**src/rtl/mod_addsub_pipe_if.sv**
```systemverilog
// Handshake and payload bundle for the pipelined modular adder/subtractor.
interface mod_addsub_pipe_if #(
    parameter int unsigned W = 23
);
    logic         valid_i;
    logic         ready_o;
    logic         op_i;
    logic [W-1:0] a_i;
    logic [W-1:0] b_i;
    logic [W-1:0] q_i;
    logic         valid_o;
    logic         ready_i;
    logic [W-1:0] c_o;
    logic         range_err_o;

    // Arithmetic block side
    modport slave (
        input  valid_i, op_i, a_i, b_i, q_i, ready_i,
        output ready_o, valid_o, c_o, range_err_o
    );

    // Producer/consumer side
    modport master (
        output valid_i, op_i, a_i, b_i, q_i, ready_i,
        input  ready_o, valid_o, c_o, range_err_o
    );
endinterface

```
**src/rtl/mod_addsub_pipe.sv**
```systemverilog
// Two-stage pipelined (a +/- b) mod q with valid/ready flow control on both sides.
// S1 holds the raw W+1-bit sum/difference; S2 holds the corrected result.
module mod_addsub_pipe #(
    parameter int unsigned W           = 23,
    parameter bit          CHECK_RANGE = 1'b1
) (
    input  logic              clk_i,
    input  logic              rst_ni,
    mod_addsub_pipe_if.slave  bus
);

    localparam int unsigned RW = W + 1;

    logic          v1_q;
    logic          op1_q;
    logic          err1_q;
    logic [W-1:0]  q1_q;
    logic [RW-1:0] r1_q;

    logic          v2_q;
    logic          err2_q;
    logic [W-1:0]  c2_q;

    logic          ld1_c;
    logic          ld2_c;
    logic          err_c;
    logic [RW-1:0] r_c;
    logic [RW-1:0] q1_ext_c;
    logic [W-1:0]  c_c;

    // S2 advances when it is empty or its token is being consumed; S1 accepts
    // whenever the pipe as a whole has room after this cycle.
    assign ld2_c       = v1_q && (!v2_q || bus.ready_i);
    assign bus.ready_o = !v1_q || !v2_q || bus.ready_i;
    assign ld1_c       = bus.valid_i && bus.ready_o;

    // Raw sum or two's-complement difference, one extra bit for carry/borrow
    always_comb begin
        r_c = RW'({1'b0, bus.a_i}) + RW'({1'b0, bus.b_i});
        if (bus.op_i) begin
            r_c = RW'({1'b0, bus.a_i}) - RW'({1'b0, bus.b_i});
        end
    end

    // Operand range flag, optionally compiled out
    generate
        if (CHECK_RANGE) begin : g_range
            assign err_c = (bus.a_i >= bus.q_i) || (bus.b_i >= bus.q_i);
        end else begin : g_no_range
            assign err_c = 1'b0;
        end
    endgenerate

    // Single conditional correction by q: subtract on add overflow, add on borrow
    always_comb begin
        q1_ext_c = RW'({1'b0, q1_q});
        c_c      = r1_q[W-1:0];
        if (!op1_q) begin
            if (r1_q >= q1_ext_c) begin
                c_c = W'(r1_q - q1_ext_c);
            end
        end else if (r1_q[W]) begin
            c_c = W'(r1_q + q1_ext_c);
        end
    end

    // S1 occupancy
    always_ff @(posedge clk_i or negedge rst_ni) begin
        if (!rst_ni) begin
            v1_q <= 1'b0;
        end else if (ld1_c) begin
            v1_q <= 1'b1;
        end else if (ld2_c) begin
            v1_q <= 1'b0;
        end
    end

    // S1 payload, loaded only on accept so a stalled token is never overwritten
    always_ff @(posedge clk_i or negedge rst_ni) begin
        if (!rst_ni) begin
            op1_q  <= 1'b0;
            err1_q <= 1'b0;
            q1_q   <= '0;
            r1_q   <= '0;
        end else if (ld1_c) begin
            op1_q  <= bus.op_i;
            err1_q <= err_c;
            q1_q   <= bus.q_i;
            r1_q   <= r_c;
        end
    end

    // S2 occupancy
    always_ff @(posedge clk_i or negedge rst_ni) begin
        if (!rst_ni) begin
            v2_q <= 1'b0;
        end else if (ld2_c) begin
            v2_q <= 1'b1;
        end else if (bus.ready_i) begin
            v2_q <= 1'b0;
        end
    end

    // S2 payload, held stable while the consumer stalls
    always_ff @(posedge clk_i or negedge rst_ni) begin
        if (!rst_ni) begin
            c2_q   <= '0;
            err2_q <= 1'b0;
        end else if (ld2_c) begin
            c2_q   <= c_c;
            err2_q <= err1_q;
        end
    end

    assign bus.valid_o     = v2_q;
    assign bus.c_o         = c2_q;
    assign bus.range_err_o = err2_q;

endmodule

```
**src/flat_wrapper.sv**
```systemverilog
// flat-port wrapper written by rule: the top's interface ports become plain ports
module mod_addsub_pipe_flat 
#(
    parameter int unsigned W           = 23,
    parameter bit          CHECK_RANGE = 1'b1
)
  (clk_i, rst_ni, bus_valid_i, bus_op_i, bus_a_i, bus_b_i, bus_q_i, bus_ready_i, bus_ready_o, bus_valid_o, bus_c_o, bus_range_err_o);
  mod_addsub_pipe_if #(.W(W)) bus_i ();
  input  logic clk_i;
  input  logic rst_ni;
  input wire logic [$bits(bus_i.valid_i)-1:0] bus_valid_i;
  input wire logic [$bits(bus_i.op_i)-1:0] bus_op_i;
  input wire logic [$bits(bus_i.a_i)-1:0] bus_a_i;
  input wire logic [$bits(bus_i.b_i)-1:0] bus_b_i;
  input wire logic [$bits(bus_i.q_i)-1:0] bus_q_i;
  input wire logic [$bits(bus_i.ready_i)-1:0] bus_ready_i;
  output wire logic [$bits(bus_i.ready_o)-1:0] bus_ready_o;
  output wire logic [$bits(bus_i.valid_o)-1:0] bus_valid_o;
  output wire logic [$bits(bus_i.c_o)-1:0] bus_c_o;
  output wire logic [$bits(bus_i.range_err_o)-1:0] bus_range_err_o;
  assign bus_i.valid_i = bus_valid_i;
  assign bus_i.op_i = bus_op_i;
  assign bus_i.a_i = bus_a_i;
  assign bus_i.b_i = bus_b_i;
  assign bus_i.q_i = bus_q_i;
  assign bus_i.ready_i = bus_ready_i;
  assign bus_ready_o = bus_i.ready_o;
  assign bus_valid_o = bus_i.valid_o;
  assign bus_c_o = bus_i.c_o;
  assign bus_range_err_o = bus_i.range_err_o;
  mod_addsub_pipe #(.W(W), .CHECK_RANGE(CHECK_RANGE)) u_core (.clk_i(clk_i), .rst_ni(rst_ni), .bus(bus_i));
endmodule
```
**config.mk**
```make
export PLATFORM = sky130hd
export DESIGN_NAME = mod_addsub_pipe_flat
export DESIGN_NICKNAME = d
export VERILOG_FILES = /design/src/rtl/mod_addsub_pipe_if.sv /design/src/rtl/mod_addsub_pipe.sv /design/src/flat_wrapper.sv
export SDC_FILE = /design/constraint.sdc
export NUM_CORES = 1
export LEC_CHECK = 0
export ABC_AREA = 0
export ABC_CLOCK_PERIOD_IN_PS = 5850
export CAP_MARGIN = 20
export CORE_ASPECT_RATIO = 2
export CORE_MARGIN = 10
export CORE_UTILIZATION = 50
export DETAILED_ROUTE_END_ITERATION = 8
export GPL_TIMING_DRIVEN = 1
export HOLD_SLACK_MARGIN = 0.12
export PLACE_DENSITY = 0.73
export SYNTH_ARGS = -nofsm -noshare
export SYNTH_HDL_FRONTEND = slang
export SYNTH_SLANG_ARGS = --single-unit
```
**constraint.sdc**
```tcl
create_clock -name clk_i -period 5.85 [get_ports clk_i]
set_input_delay 1.17 -clock clk_i [delete_from_list [all_inputs] [get_ports clk_i]]
set_output_delay 1.17 -clock clk_i [all_outputs]
set_load 0.02 [all_outputs]
```
Word-level counts from Yosys, hierarchy flattened
Index checks and enable logic that the tools add are counted.
Storage, ports and cells
  register bits after elaboration: 75
  logic and storage cells: 33
Operators by class
  add/subtract/negate cells: 4
  magnitude comparators: 3
  mux-type cells: 8
  reduce and logical (&&, ||, !) cells: 10
Operators by type and width (count)
  two-way mux 23 bit: 3
  greater-or-equal comparator 23 bit: 2
  adder 23 x 23 -> 24 bit: 1
  greater-or-equal comparator 24 x 23 -> 1 bit: 1
  two-way mux 24 bit: 1
  subtractor 23 x 23 -> 24 bit: 1
  adder 23 bit: 1
  subtractor 23 bit: 1
  logical OR 1 bit: 4
  two-way mux 1 bit: 4
  nonzero test 2 bit: 2
  logical AND 1 bit: 2
  logical NOT 1 bit: 2

Logic depth before layout (Yosys ltp)
Gate-level depths: netlist of run 1.
  word-level depth: 5
  gate-level depth with buffers: 18

Least setup slack after synthesis of run 1
OpenSTA, ideal clock, no wires.
  path kind: input port to flip-flop
  from: input port bus_b_i[5]
  to: register u_core.r1_q[23]
  setup time: 0.137 ns
  arrival time: 4.174 ns
  data required time: 5.713 ns
  setup slack: 1.538 ns
  stages on the path: 18
  buffers on the path: 0
  cell sequence: nor3_1 > nand2_1 > nor3_1 > and4_1 > nand2_1 > nor2_1 > nor2_1 > xnor2_1 > ha_1 > a21o_1 > a21o_1 > a21o_1 > a21oi_1 > o21ai_0 > o211a_1 > a311oi_1 > xnor2_1 > o21ai_0
On the way
  longest elaborated chain between the ends: 2
RTL lines
  from (decl): line flat_wrapper.sv:14  | input wire logic [$bits(bus_i.b_i)-1:0] bus_b_i;
  adder 23 x 23 -> 24 bit / subtractor 23 x 23 -> 24 bit (equally long branches): line mod_addsub_pipe.sv:39, mod_addsub_pipe.sv:41
  two-way mux 24 bit (*): line mod_addsub_pipe.sv:40  | if (bus.op_i) begin
  to (signal assigned): line mod_addsub_pipe.sv:89  | r1_q <= r_c;
  to (decl): line mod_addsub_pipe.sv:18  | logic [RW-1:0] r1_q;
Every way passes the cells marked *; elsewhere a longest branch is shown, timed or not.
A chain may end at the register's enable or synchronous reset.

Worst setup path in the final report of run 1
Ends and elaborated chain as after synthesis.

==> impl_metrics.py, run 1 <==
metrics = {
    "outcome": {
        "outcome": "complete, no violations",
    },
    "final_layout": {
        "most-common-layout-cells": "116 x ha_1, 98 x clkdlybuf4s50_1, 95 x nor2_1, 92 x o21ai_0, 90 x nand2_1",
        "stdcell_count": 1317,
        "final_nets": 1303,
        "antennaDiodeCount": 0,
        "utilization_pct": 59.5,
        "final_common_cell": "ha_1",
        "syn2layout_area_growth_pct": 17.0,
        "drive_gt1_share_pct": 4.04,
        "postLayoutCellArea_um2": 9620,
    },
    "timing": {
        "fin_crit_ns": 4.69,
        "rsz0062_at_grt": "no",
        "max_slew_margin_pct": 33.5,
        "fin_worst_skew_ns": 0.00856,
        "tightestPinTransition_ns": 0.995,
        "final_hold_viol_count": 0,
        "hold-worst-slack_ns": 0.472,
        "setup_tns_ns": 0,
        "layout_setup_ws_ns": 1.16,
        "post-route-period-util_pct": 80.2,
        "max_freq_ghz": 0.213,
        "maxSlewViolCount": 0,
        "setup_viol_count_final": 0,
    },
    "pwr": {
        "power.total_mw": 3.52,
        "power_density_nw_per_um2": 366,
        "swShare_pct": 44.3,
        "comb_power_share_pct": 61.6,
        "p_leak_nw": 4.32,
        "clkPwrFrac_pct": 15.3,
        "power_switching_mw": 1.56,
        "seqPwrFrac_pct": 23.1,
        "p_int_mw": 1.96,
        "vdd_ir_drop_max_mv": 0.168,
    },
    "worst_setup_path": {
        "startpoint": "bus_b_i[5]",
        "crit_path_end_kind": "flop",
        "path_max_fanout": 6,
        "crit_type": "primary input to flop",
        "r2r_start": "u_core.r1_q[0]",
        "worstPathRequired_ns": 6.04,
        "cp_data_arrival_time_ns": 4.88,
        "start_kind": "primary input",
        "ff2ff_setup_slack_ns": 2.23,
    },
    "global_route": {
        "antenna_found_initial": 0,
        "grt_pass1_wl_um": 36500,
        "grt_usage_pct": 19.2,
        "grt_max_degree": 90,
        "grt.overflow.total": 0,
        "grt_pass1_vias": 7658,
    },
    "clock_tree": {
        "cts-htree-levels": 3,
        "cts_root_buf": "clkbuf_16",
        "cts_hold_buf": 0,
        "cts_buffers": 9,
        "cts_buffer_depth": 2,
        "cts_setup_buffers": 0,
        "clkLatencyLatePin_ns": 0.34,
        "cts_resized": 0,
        "clk_pin_slew_ns": 0.06,
        "cts_tree": "yes",
        "clock_sinks": 75,
    },
    "routing": {
        "route.antenna.remaining_nets": 0,
        "routed_wl_um": 22000,
        "drt_iter0_markers": 382,
        "wire_per_inst_um": 16.7,
        "vias": 7420,
        "post-route-drc-count": 0,
        "routed_via_density": 5.63,
        "first_pass_iters": 5,
    },
    "synthesis": {
        "syn_nets": 1228,
        "synth_cells": 1035,
        "synth.avg_cell_area_um2": 7.94,
        "synth_cell_types": 64,
        "yosys_most_used_dff": "dfrtp_1",
        "synth_edf_count": 0,
        "synthArstFlopShare_pct": 100,
        "ys_warn_count": 0,
        "synth_seq_area_share_pct": 22.8,
        "synthTopCellsByArea": "dfrtp_1 23%, ha_1 18%, xnor2_1 6.7%",
        "yosys.area.top_type": "dfrtp_1",
        "synth_area_um2": 8220,
        "synth_seq_cells": 75,
        "synth_top_area_share_pct": 22.8,
    },
    "die": {
        "initial_core_util_pct": 50.8,
        "fp.dieH_um": 201,
        "row_count": 66,
        "pin_count": 100,
        "die_area_um2": 22300,
        "design.core.area_um2": 16200,
        "die_w_um": 111,
    },
    "place": {
        "gp_congestion": 0.940,
        "io_buffers": 99,
        "dp_slack_ns": 0.846,
        "dp.cells": 1303,
        "place_area_um2": 9340,
        "hpwlAfterDp_um": 18300,
    },
    "hold_path": {
        "hp-class": "flop to flop",
        "worstHoldStart": "u_core.bus.c_o[7]",
    },
    "flow_run": {
        "maxCapViolations": 0,
    },
}
-- power by group through the flow --
stage	sequential (mW)	combinational, mW	clock [mW]
after floorplan	0.883	1.49	0
after global placement	0.816	2.12	0
after CTS	0.815	2.16	0.545
after detailed placement	0.824	2.15	0
final	0.814	2.17	0.538
after global routing	0.838	2.40	0.573
-- flip-flops by register name, indices dropped and copies added (netlist names) --
signal                  flops
u_core.bus.range_err_o      1
u_core.op1_q                1
u_core.q1_q                23
u_core.bus.valid_o          1
u_core.err1_q               1
u_core.v1_q                 1
u_core.r1_q                24
u_core.bus.c_o             23
-- worst paths after layout --
check | end | depth (start not counted)
setup / recovery | u_core.r1_q[23] | 20
max in group asynchronous | u_core.r1_q[19] | 1
hold reg to reg | u_core.bus.c_o[7] | 2
hold / removal | u_core.bus.c_o[7] | 2
min in group asynchronous | u_core.q1_q[0] | 1
setup reg to reg | u_core.bus.c_o[18] | 12
-- synth_stat cells, drive strengths merged, types with 3 or more instances --
cell type    n
o31ai        5
and2         6
and3         7
fa           3
xnor2       63
xor2        12
nand3       10
o31a         4
nor3b        4
a211o        5
a41oi        4
dfrtp       75
or2          4
o22ai        3
nor2b       16
a21oi       89
o311ai       3
o21ai       92
a221o        3
a22oi        3
nor2        95
ha         116
o221ai       4
a221oi       3
nor3        23
clkbuf      24
nand2       91
and4         4
mux2        10
nor4         7
a21o        21
o211ai      13
nand2b      21
a211oi      10
buf         19
mux2i       19
inv         78
o41ai        4
or3          5
a311oi       6
nand4        6
o21a         7
o21bai       7
a31oi       12
-- area by class of cell --
type	instances	area, um2
repair buffers	107	1050
clock inverters	5	56.3
clock buffers	9	225
flip-flops and latches	75	1880
fillers	1535	6560
well taps	204	255
multi-input cells	838	5860
inverters	79	297
-- kinds of logic after synthesis --
kind of cell             count (synthesis)  synth area share [%]
AO/OA/AOI/OAI                          312                  24.1
XOR/XNOR                                75                  7.99
adder cells (fa/ha/maj)                119                  18.4
buffers and inverters                  122                  5.87
flip-flops                              75                  22.8
multiplexers                            29                  3.68
AND/OR/NAND/NOR                        303                  17.1
-- critical path, cell delays in order --
cell,delay (ns)
clkdlybuf4s50_1,0.47
nor3_1,0.33
nand2_1,0.12
nor3_1,0.14
buf_4,0.17
and4_1,0.23
nand2_1,0.10
nor2_1,0.10
nor2_1,0.05
xnor2_1,0.13
ha_1,0.34
a21o_1,0.23
a21o_1,0.19
a21o_1,0.19
a21oi_1,0.14
o21ai_0,0.09
o211a_1,0.11
a311oi_1,0.31
xnor2_1,0.16
o21ai_0,0.08
-- routing by layer --
metal  GRT usage, %  up-vias  wire (um)  part of all wire [%]
met5              0        -          0                     0
met4           11.3        0       1190                   5.4
met3           2.20       49        741                   3.4
met2           35.5      170      11400                    52
met1           20.1     3369       8600                    39
li1               -     3832          -                     -
(Power assumes the default switching activity.)
==> inputs of run 2 (changes only) <==
--- a/config.mk
+++ b/config.mk
@@ -6,7 +6,7 @@
 export NUM_CORES = 1
 export LEC_CHECK = 0
 export ABC_AREA = 0
-export ABC_CLOCK_PERIOD_IN_PS = 5850
+export ABC_CLOCK_PERIOD_IN_PS = 4500
 export CAP_MARGIN = 20
 export CORE_ASPECT_RATIO = 2
 export CORE_MARGIN = 10
==> constraint.sdc (replaced) <==
create_clock -name clk_i -period 4.5 [get_ports clk_i]
set_input_delay 0.9 -clock clk_i [delete_from_list [all_inputs] [get_ports clk_i]]
set_output_delay 0.9 -clock clk_i [all_outputs]
set_load 0.02 [all_outputs]
==> run 2 against run 1 <==
Effect of this change: clock-buffer cell count is the same; non-clock buffer count grew 28; sequential share of layout area shrank 0.54 points; sequential power grew 30%; critical endpoint is now u_core.r1_q[20]; highest routed layer unchanged.
==> impl_metrics.py, run 2 (synthesized netlist as in run 1, its figures left out) <==
metrics = {
    "worst_setup_path": {
        "cp_slowest_cell": "clkdlybuf4s50_1",
        "start_kind": "primary input",
        "cp_top_family": "compound AO/OA/AOI/OAI gates",
        "cp_data_arrival_time_ns": 4.40,
        "rr_worst_depth": 13,
        "crit_type": "primary input to flop",
        "path_max_fanout": 6,
        "path_cells": "clkdlybuf4s50_1 > nor4_1 > buf_4 > a21oi_1 > xnor2_1 > ha_1 > a211o_1 > o311a_1 > o2111ai_1 > a31oi_1 > a21oi_1 > o21bai_1 > xnor2_1 > mux2_2",
        "r2r-end": "u_core.bus.c_o[2]",
        "cp_num_buf_inv": 2,
        "crit_path_end_kind": "flop",
        "max_stage_delay_ns": 0.49,
        "r2r_start": "u_core.r1_q[0]",
        "ff2ff_setup_slack_ns": 1.08,
        "worstPathRequired_ns": 4.73,
    },
    "clock_tree": {
        "clkLatencyLatePin_ns": 0.35,
        "cts_hold_buf": 0,
        "cts_buffer_depth": 2,
        "cts_tree": "yes",
        "cts_root_buf": "clkbuf_16",
        "cts-htree-levels": 3,
        "clk_pin_slew_ns": 0.06,
        "cts_setup_buffers": 0,
        "clock_sinks": 75,
        "cts_buffers": 9,
        "cts_resized": 0,
    },
    "final_layout": {
        "postLayoutCellArea_um2": 9900,
        "drive_gt1_share_pct": 6.74,
        "antennaDiodeCount": 0,
        "regMostFlops": "u_core.r1_q",
        "final.fill_count": 1533,
        "most-common-layout-cells": "116 x ha_1, 98 x clkdlybuf4s50_1, 95 x nor2_1, 92 x o21ai_0, 90 x nand2_1",
        "largest_reg_flops": 24,
        "syn2layout_area_growth_pct": 20.4,
        "stdcell_count": 1347,
        "final_nets": 1331,
        "final_common_cell": "ha_1",
    },
    "routing": {
        "drt_iter0_markers": 364,
        "post-route-drc-count": 0,
        "routed_via_density": 5.59,
        "first_pass_iters": 5,
        "wire_per_inst_um": 16.9,
        "routed_wl_um": 22700,
        "route.antenna.remaining_nets": 0,
        "vias": 7530,
    },
    "hold_path": {
        "hold_path_end": "u_core.bus.c_o[7]",
        "hp-class": "flop to flop",
        "worstHoldStart": "u_core.bus.c_o[7]",
        "hold_path_depth": 2,
    },
    "global_route": {
        "grt.overflow.total": 0,
        "grt_pass1_vias": 7659,
        "grt_usage_pct": 19.9,
        "grt_pass1_wl_um": 37300,
        "antenna_found_initial": 0,
        "grt_max_degree": 92,
    },
    "die": {
        "pin_count": 100,
        "design.core.area_um2": 16200,
        "initial_core_util_pct": 50.8,
        "die_area_um2": 22300,
        "fp.dieH_um": 201,
        "die_w_um": 111,
        "row_count": 66,
    },
    "pwr": {
        "power_density_nw_per_um2": 479,
        "vdd_ir_drop_max_mv": 0.246,
        "p_leak_nw": 4.49,
    },
    "timing": {
        "max_freq_ghz": 0.240,
        "final_hold_viol_count": 0,
        "maxSlewViolCount": 0,
        "setup_viol_count_final": 0,
        "tightestPinTransition_ns": 0.927,
        "fin_crit_ns": 4.17,
        "rsz0062_at_grt": "no",
        "fin_worst_skew_ns": 0.00782,
        "max_slew_margin_pct": 38.2,
        "post-route-period-util_pct": 92.6,
    },
    "place": {
        "dp.cells": 1331,
        "place_area_um2": 9560,
        "gp_congestion": 0.945,
        "io_buffers": 99,
        "hpwlAfterDp_um": 19100,
    },
    "outcome": {
        "outcome": "complete, no violations",
    },
    "flow_run": {
        "maxCapViolations": 0,
    },
}
## run 2: layer usage
metal / global-route usage (%) / wire, um / share of wire [%] / vias up
li1: - / - / - / 3900
met1: 20.3 / 8840 / 39 / 3429
met2: 37.7 / 12100 / 53 / 152
met3: 2.50 / 688 / 3.0 / 49
met4: 11.0 / 1060 / 4.7 / 0
met5: 0 / 0 / 0 / -
## run 2: tightest hold or removal path, delay by kind of cell, from the launching register on
kind	cells	cell delay, ns
flops	1	0.34
simple gates	1	0.04
compound gates	1	0.06
## run 2: power breakdown
| group | switching (mW) | internal, mW | total [mW] | leakage, nW |
|---|---|---|---|---|
| combinational | 1.58 | 1.32 | 2.90 | 3.42 |
| sequential | 0.183 | 0.873 | 1.06 | 0.906 |
| clock | 0.302 | 0.490 | 0.792 | 0.160 |
| total | 2.06 | 2.68 | 4.74 | 4.49 |
## run 2: stage by stage
stage               total power, mW  setup TNS (ns)  utilization, %  hold WS [ns]  worst slack (ns)
finish                         4.74               0            61.1         0.475             0.333
global route                   5.12               0            61.1         0.501            0.0495
CTS                            4.76               0            61.1         0.483             0.333
detailed placement             3.95         -0.0236            59.1         0.470           -0.0236
global placement               3.91               0            59.1         0.462            0.0383
floorplan                      3.08               0               -         0.440             0.458
## run 2: worst max path at each step
stage,start,end,cells after the start
finish,bus_b_i[3],u_core.r1_q[20],14
global route,bus_b_i[5],u_core.r1_q[23],19
CTS,bus_b_i[1],u_core.r1_q[20],14
detailed placement,bus_b_i[1],u_core.r1_q[20],14
global placement,bus_b_i[1],u_core.r1_q[20],14
floorplan,bus_b_i[5],u_core.r1_q[23],18
## run 2: layout make-up
cell class / count / area [um2] / area share, %
clock inverter: 7 / 100 / 1.01
sequential: 75 / 1880 / 19.0
timing repair buffer: 135 / 1270 / 12.8
tap: 204 / 255 / 2.58
multi-input combinational: 838 / 5870 / 59.3
inverter: 79 / 297 / 3.00
clock buffer: 9 / 225 / 2.28
==> inputs of run 3 (changes only) <==
--- a/config.mk
+++ b/config.mk
@@ -12,6 +12,7 @@
 export CORE_MARGIN = 10
 export CORE_UTILIZATION = 50
 export DETAILED_ROUTE_END_ITERATION = 8
+export GPL_ROUTABILITY_DRIVEN = 0
 export GPL_TIMING_DRIVEN = 1
 export HOLD_SLACK_MARGIN = 0.12
 export PLACE_DENSITY = 0.73
==> run 3 against run 2 <==
Effect of this change: first-iteration DRC count increased by 11%; setup slack worse by 0.031 ns; worst hold slack gained 0.00057 ns; register-to-register slack improved by 0.04 ns; clock-buffer cell count is 1 higher; combinational power hardly changed; clock skew grew 0.00089 ns; die area unchanged; critical path depth unchanged; sequential share of layout area grew 0.21 points.
==> impl_metrics.py, run 3 (synthesized netlist as in run 1, its figures left out) <==
metrics = {
    "outcome": {
        "outcome": "complete, no violations",
    },
    "global_route": {
        "grt_max_degree": 92,
        "grt_pass1_vias": 7631,
        "grt_usage_pct": 19.0,
        "grt.overflow.total": 0,
        "grt_pass1_wl_um": 35800,
        "antenna_found_initial": 0,
    },
    "routing": {
        "route.antenna.remaining_nets": 0,
        "drt_iter0_markers": 404,
        "post-route-drc-count": 0,
        "routed_wl_um": 22000,
        "first_pass_iters": 5,
        "routed_via_density": 5.69,
        "vias": 7623,
        "wire_per_inst_um": 16.4,
    },
    "worst_setup_path": {
        "path_cells": "clkdlybuf4s50_1 > inv_1 > ha_1 > mux2i_1 > fa_1 > a211oi_1 > nor2_1 > o311a_1 > o2111ai_1 > a31oi_1 > a21oi_1 > o21bai_1 > xnor2_1 > mux2_2",
        "worstPathRequired_ns": 4.73,
        "max_stage_delay_ns": 0.54,
        "cp_num_buf_inv": 2,
        "cp_slowest_cell": "clkdlybuf4s50_1",
        "cp_top_family": "compound AO/OA/AOI/OAI gates",
        "start_kind": "primary input",
        "crit_path_end_kind": "flop",
        "cp_data_arrival_time_ns": 4.43,
        "crit_type": "primary input to flop",
        "path_max_fanout": 4,
    },
    "timing": {
        "fin_crit_ns": 4.20,
        "hold-worst-slack_ns": 0.476,
        "max_slew_margin_pct": 39.3,
        "tightestPinTransition_ns": 0.910,
        "max_freq_ghz": 0.238,
        "maxSlewViolCount": 0,
        "fin_worst_skew_ns": 0.00870,
        "final_hold_viol_count": 0,
        "layout_setup_ws_ns": 0.303,
        "setup_viol_count_final": 0,
        "rsz0062_at_grt": "no",
        "post-route-period-util_pct": 93.3,
        "setup_tns_ns": 0,
    },
    "pwr": {
        "power.total_mw": 4.60,
        "p_leak_nw": 4.42,
        "vdd_ir_drop_max_mv": 0.192,
        "power_density_nw_per_um2": 470,
    },
    "place": {
        "io_buffers": 99,
        "dp_slack_ns": -0.0126,
        "hpwlAfterDp_um": 18100,
    },
    "clock_tree": {
        "cts_root_buf": "clkbuf_16",
        "cts_tree": "yes",
        "cts_buffer_depth": 2,
        "clkLatencyLatePin_ns": 0.35,
        "cts_setup_buffers": 0,
        "clk_pin_slew_ns": 0.06,
        "clock_sinks": 75,
        "cts_buffers": 9,
        "cts-htree-levels": 3,
    },
    "die": {
        "fp.dieH_um": 201,
        "row_count": 66,
        "design.core.area_um2": 16200,
        "die_area_um2": 22300,
        "initial_core_util_pct": 50.8,
        "pin_count": 100,
        "die_w_um": 111,
    },
    "final_layout": {
        "syn2layout_area_growth_pct": 19.1,
        "most-common-layout-cells": "116 x ha_1, 98 x clkdlybuf4s50_1, 95 x nor2_1, 92 x o21ai_0, 90 x nand2_1",
        "drive_gt1_share_pct": 6.07,
        "largest_reg_flops": 24,
        "utilization_pct": 60.5,
        "antennaDiodeCount": 0,
        "final_common_cell": "ha_1",
        "final_nets": 1324,
        "regMostFlops": "u_core.r1_q",
    },
    "flow_run": {
        "maxCapViolations": 0,
    },
    "hold_path": {
        "hp-class": "flop to flop",
    },
}
[run 3: final timing paths]
kind                                         from            endpoint  slack (ns)  cells past startpoint
worst max-delay path                   bus_b_i[1]     u_core.r1_q[20]        0.30                     14
worst min-delay path            u_core.bus.c_o[6]   u_core.bus.c_o[6]        0.48                      2
worst max register to register     u_core.r1_q[0]  u_core.bus.c_o[18]        1.12                     14
max in group asynchronous                  rst_ni  u_core.bus.valid_o        3.22                      1
worst min register to register  u_core.bus.c_o[6]   u_core.bus.c_o[6]        0.48                      2
min in group asynchronous                  rst_ni      u_core.q1_q[0]        0.68                      1
[run 3: metal layers]
metal / global-route usage (%) / wire length [um] / vias up
met1: 19.5 / 8620 / 3519
met4: 9.07 / 778 / 0
met5: 0 / 0 / -
li1: - / - / 3873
met3: 2.35 / 739 / 48
met2: 36.4 / 11800 / 183
[run 3: layout make-up]
type	count	area [um2]
clock buffer	10	229
clock inverter	6	41.3
fill	1518	6400
inverter	79	297
multi-input combinational	838	5870
sequential	75	1880
tap	204	255
timing repair buffer	128	1220
[run 3: what timing repair did]
| action | in CTS | in global routing |
|---|---|---|
| hold buffers | 0 | 0 |
| gates resized for setup | 0 | 2 |
| setup endpoints to repair | 0 | 1 |
[run 3: report_power, final]
part           switching [mW]  internal, mW  total, mW
clock                   0.294         0.373      0.667
combinational            1.57          1.31       2.87
sequential              0.182         0.873       1.06
total                    2.04          2.55       4.60
[run 3: per-stage QoR]
stage	std cells	instance area, um2
detailed placement	1324	9510
finish	1340	9790
floorplan	1035	8220
global placement	1324	9510
CTS	1340	9780
global route	1340	9790
[run 3: worst min-delay path: stages (launching register included)]
cell,delay [ns]
dfrtp_1,0.34
nand2_1,0.04
o21ai_0,0.06
